===== src/rtl/mem_arbiter.sv =====
// mem_arbiter: shares one unified memory (sync write, combinational read)
// between instruction fetch (port 0) and data load/store (port 1).
// One transaction = IDLE (arbitrate) -> ACCESS (drive memory) -> DONE (ack).
//
// Ports:
//   clk, reset        rising-edge clock, asynchronous active-low reset
//   req/we/a/wd 0,1   requester inputs, held stable until the matching ack
//   ack0, ack1        one-cycle completion pulses
//   rdata             word read during ACCESS, valid in the ack cycle
//   busy              sequencer not in IDLE
//   mem_we/a/wd       drive the memory; mem_rd is its combinational read data
module mem_arbiter #(
    parameter int unsigned ADDR_W     = 32,
    parameter int unsigned DATA_W     = 32,
    parameter int unsigned FIXED_PRIO = 0
) (
    input  logic              clk,
    input  logic              reset,
    input  logic              req0,
    input  logic              we0,
    input  logic [ADDR_W-1:0] a0,
    input  logic [DATA_W-1:0] wd0,
    output logic              ack0,
    input  logic              req1,
    input  logic              we1,
    input  logic [ADDR_W-1:0] a1,
    input  logic [DATA_W-1:0] wd1,
    output logic              ack1,
    output logic [DATA_W-1:0] rdata,
    output logic              busy,
    output logic              mem_we,
    output logic [ADDR_W-1:0] mem_a,
    output logic [DATA_W-1:0] mem_wd,
    input  logic [DATA_W-1:0] mem_rd
);

    typedef enum logic [1:0] {
        IDLE   = 2'd0,
        ACCESS = 2'd1,
        DONE   = 2'd2
    } state_t;

    state_t            state, state_nxt;
    logic              win, win_nxt;
    logic              last_grant, last_grant_nxt;
    logic              ack0_nxt, ack1_nxt;
    logic              busy_nxt;
    logic              mem_we_nxt;
    logic [ADDR_W-1:0] mem_a_nxt;
    logic [DATA_W-1:0] mem_wd_nxt;
    logic [DATA_W-1:0] rdata_nxt;
    logic              pick1_c;

    // Port 1 wins alone, or on a tie under fixed priority, or when port 0 was served last.
    assign pick1_c = req1 & (~req0 | (FIXED_PRIO != 0) | ~last_grant);

    // Next-state and next-output logic; mem_we is only ever set on entry to ACCESS.
    always_comb begin
        state_nxt      = state;
        win_nxt        = win;
        last_grant_nxt = last_grant;
        ack0_nxt       = 1'b0;
        ack1_nxt       = 1'b0;
        mem_we_nxt     = 1'b0;
        mem_a_nxt      = mem_a;
        mem_wd_nxt     = mem_wd;
        rdata_nxt      = rdata;

        case (state)
            IDLE: begin
                if (req0 | req1) begin
                    state_nxt  = ACCESS;
                    win_nxt    = pick1_c;
                    mem_we_nxt = pick1_c ? we1 : we0;
                    mem_a_nxt  = pick1_c ? a1  : a0;
                    mem_wd_nxt = pick1_c ? wd1 : wd0;
                end
            end
            ACCESS: begin
                state_nxt      = DONE;
                rdata_nxt      = mem_rd;
                last_grant_nxt = win;
                ack0_nxt       = ~win;
                ack1_nxt       = win;
            end
            DONE: begin
                state_nxt = IDLE;
            end
            default: begin
                state_nxt = IDLE;
            end
        endcase

        busy_nxt = (state_nxt != IDLE);
    end

    // State and registered outputs; last_grant resets to port 1 so port 0 wins the first tie.
    always_ff @(posedge clk or negedge reset) begin
        if (!reset) begin
            state      <= IDLE;
            win        <= 1'b0;
            last_grant <= 1'b1;
            ack0       <= 1'b0;
            ack1       <= 1'b0;
            busy       <= 1'b0;
            mem_we     <= 1'b0;
            mem_a      <= '0;
            mem_wd     <= '0;
            rdata      <= '0;
        end else begin
            state      <= state_nxt;
            win        <= win_nxt;
            last_grant <= last_grant_nxt;
            ack0       <= ack0_nxt;
            ack1       <= ack1_nxt;
            busy       <= busy_nxt;
            mem_we     <= mem_we_nxt;
            mem_a      <= mem_a_nxt;
            mem_wd     <= mem_wd_nxt;
            rdata      <= rdata_nxt;
        end
    end

endmodule


===== config.mk =====
export PLATFORM = sky130hd
export DESIGN_NAME = mem_arbiter
export DESIGN_NICKNAME = d
export VERILOG_FILES = /design/src/rtl/mem_arbiter.sv
export SDC_FILE = /design/constraint.sdc
export NUM_CORES = 1
export LEC_CHECK = 0
export CAP_MARGIN = 20
export CORE_MARGIN = 1.5
export CORE_UTILIZATION = 42
export DETAILED_ROUTE_END_ITERATION = 7
export PLACE_DENSITY = 0.85
export SLEW_MARGIN = 20
export SYNTH_ARGS = -nofsm -noshare
export SYNTH_HDL_FRONTEND = slang
export SYNTH_SLANG_ARGS = --single-unit

===== constraint.sdc =====
create_clock -name clk -period 3.83 [get_ports clk]
set_input_delay 0.5745 -clock clk [delete_from_list [all_inputs] [get_ports clk]]
set_output_delay 0.5745 -clock clk [all_outputs]
set_load 0.05 [all_outputs]

==> run summary <==
WL per Instance: 18.5 microns
First-pass GRT wire length: 23,800 microns
Fmax: 0.414 GHz
CTS Buf Count: 9
Final wirelength: 15,500 microns
# clock sinks: 104
Fin util: 0.694
Final #Nets: 858
Combinational share of power: 0.612
Sw Ratio: 0.505
Crit path kind: reg -> reg
Syn Area/Cell: 10.3 sq um
Final worst slack: 1420 ps
Clk_skew: 10.9 ps
Final ANT Viol Nets: 0
Status: finished, final reports clean
Setup violations, final: 0
Most frequent cell after synthesis: nand2_1
Largest cells by area after synthesis: dfrtp_1 55%, nand2_1 13%, a2bb2oi_1 12%, a2111oi_0 12%, buf_6 1.9%
Number of synthesized flops with an enable pin: 0
Crit path max-delay family: flip-flops
CP max stage delay: 1140 ps
Filler Cells Inserted: 856
Initial antenna violation count: 0
Min Hold Slack: 304 ps
Worst setup SP type: flop
Minimum clock period: 2410 ps
FFs w/ async S/R, synth: 1.00
Period utilisation layout: 0.631
GR Overflow Total: 0
Layout Cells excl Fill: 837
Core area: 0.0109 sq mm
Antenna cells: 0
Hold Buf Count CTS: 0
Count of final max-slew check failures: 0
Largest net degree at the start of global routing: 68
Leak: 3.15 nW
GP Congestion: 0.790
Dpl ws: 1220 ps
Sw power: 3.64 mW
Tot GR Track Use: 0.259
PostCTS Resize Cnt: 0
Chip Height: 109 microns
P&R area growth vs syn: 61.0%
Vias in the first global route: 4,707
CP Max Fanout: 67
Clock Tree Buf Depth: 2
Die Area: 0.0118 sq mm
DP Cell Count: 821
Hold Path Class: in -> async
Clock-pin slew on the worst setup and hold paths: 100 ps
Post-DP HPWL: 10,800 microns
Synthesis-stage register bit count: 104
Max rail drop VDD: 0.554 mV
Vias per cell: 5.53
Top FF cell, synth: dfrtp_1
DRC viols: 0
Number of H-tree levels: 3
Post-Syn Instances: 457
Post-CTS setup repair buffer count: 0
Top Ports: 266
Port bufs: 265
1st-iter DRT viols: 297
Share of cells above drive strength 1: 0.0445
Syn. warnings: 0
Clock share of power: 0.090
CTS tree: yes
Critical path arrival: 2660 ps
Final instance area: 0.00756 sq mm
Power, Total: 7.20 mW
Top cells by count, synth: 162 x nand2_1, 103 x dfrtp_1, 64 x a2bb2oi_1
Initial Utilization: 0.431
Site Rows: 38
Max_cap viols: 0
Crit path top cell by count: nand2_1
Clk root buf: clkbuf_8
Pwr/cell area: 953 mW/mm^2
Post-Syn Area: 0.00469 sq mm
Synth top area share: 0.549
Relative slew slack: 0.207
Count of final hold-check violations: 0
Post-synth top area cell: dfrtp_1
Sequential share of power: 0.298
CP bufs+invs: 2
Critical Path RT: 4080 ps
Critical-path cell list: nand2b_1 -> buf_4 -> inv_2 -> nand2_1 -> nand2_1
Worst setup EP type: flop
RSZ-0062 raised after global routing: no
Syn Nets: 623
Die W: 109 microns
CP max-delay cell: dfrtp_2
Yosys cell types: 22
Post-Place Cell Area: 0.00737 sq mm
Internal power: 3.56 mW
Clock Latency Late Sink: 360 ps
Worst slew pin tran: 1190 ps
Setup TNS: 0 ps
Post-synthesis sequential area ratio: 0.555
Via count: 4,626
Drt first pass iters: 6
sequential cells by signal (all words and copies together), names as in the netlist:
name	count
mem_a	32
win	1
ack0	1
busy	1
mem_we	1
state	2
rdata	32
ack1	1
mem_wd	32
last_grant	1
cell usage in the layout (no fill, tap or decap):
master / netlist / final
nor2_4: 0 / 1
nand2_1: 162 / 162
clkinv_2: 0 / 1
inv_1: 1 / 1
buf_12: 0 / 3
mux2i_1: 1 / 1
clkbuf_8: 0 / 12
a21boi_0: 1 / 1
a2111oi_1: 1 / 1
dfrtp_2: 0 / 2
dfrtp_1: 103 / 101
inv_2: 1 / 1
nor3_4: 1 / 1
a2bb2oi_1: 64 / 64
clkdlybuf4s50_1: 0 / 264
a21bo_2: 1 / 1
clkinvlp_4: 0 / 1
nand2b_1: 1 / 1
clkbuf_1: 24 / 2
nor2_1: 4 / 3
buf_4: 2 / 6
dfstp_2: 1 / 1
a21o_1: 1 / 1
a2111oi_0: 63 / 63
nor3_1: 1 / 1
a21boi_4: 0 / 1
worst register-to-register path: stages, from the launching register on:
cell	delay (ps)
dfrtp_2	1140
nand2b_1	220
buf_4	370
inv_2	350
nand2_1	180
nand2_1	60
layer usage:
metal,vias to the layer above,global-route usage,routed length [microns]
li1,2142,-,-
met1,2189,0.312,6120
met2,253,0.431,7400
met3,42,0.0753,1510
met4,0,0.116,478
met5,-,0,0
logic make-up (layout without fill, tap and decap cells):
logic type	count (synthesis)	count (layout)	share of synthesized area
AO/OA/AOI/OAI	132	132	0.246
buffers and inverters	51	291	0.0584
flip-flops	104	104	0.555
multiplexers	1	1	0.00213
AND/OR/NAND/NOR	169	169	0.139
path summary, 6_finish.rpt:
path	start	endpoint	slack (ps)	cells past startpoint
max	state[1]	rdata[9]	1420	5
min	reset	mem_a[9]	300	1
max reg2reg	state[1]	rdata[9]	1420	5
min reg2reg	win	ack0	450	1
max in group asynchronous	reset	rdata[21]	2700	2
min in group clk	win	ack0	450	1
power by group through the flow:
stage                     Sequential (mW)  Combinational [mW]  Clock [mW]
after floorplan                      3.76                1.26           0
after global placement               2.13                4.33           0
after detailed placement             2.14                4.43           0
after CTS                            2.14                4.43       0.662
after global routing                 2.21                4.62       0.710
final                                2.15                4.41       0.648
layout make-up:
type / count / area [sq um] / share of cell area
Clock inverter: 2 / 12.5 / 0.00166
Inverter: 2 / 7.51 / 0.000994
Tap cell: 140 / 175 / 0.0232
Timing Repair Buffer: 273 / 2750 / 0.364
Clock buffer: 14 / 173 / 0.0229
Sequential cell: 104 / 2610 / 0.345
Multi-Input combinational cell: 302 / 1830 / 0.243
(Power assumes the default switching activity.)
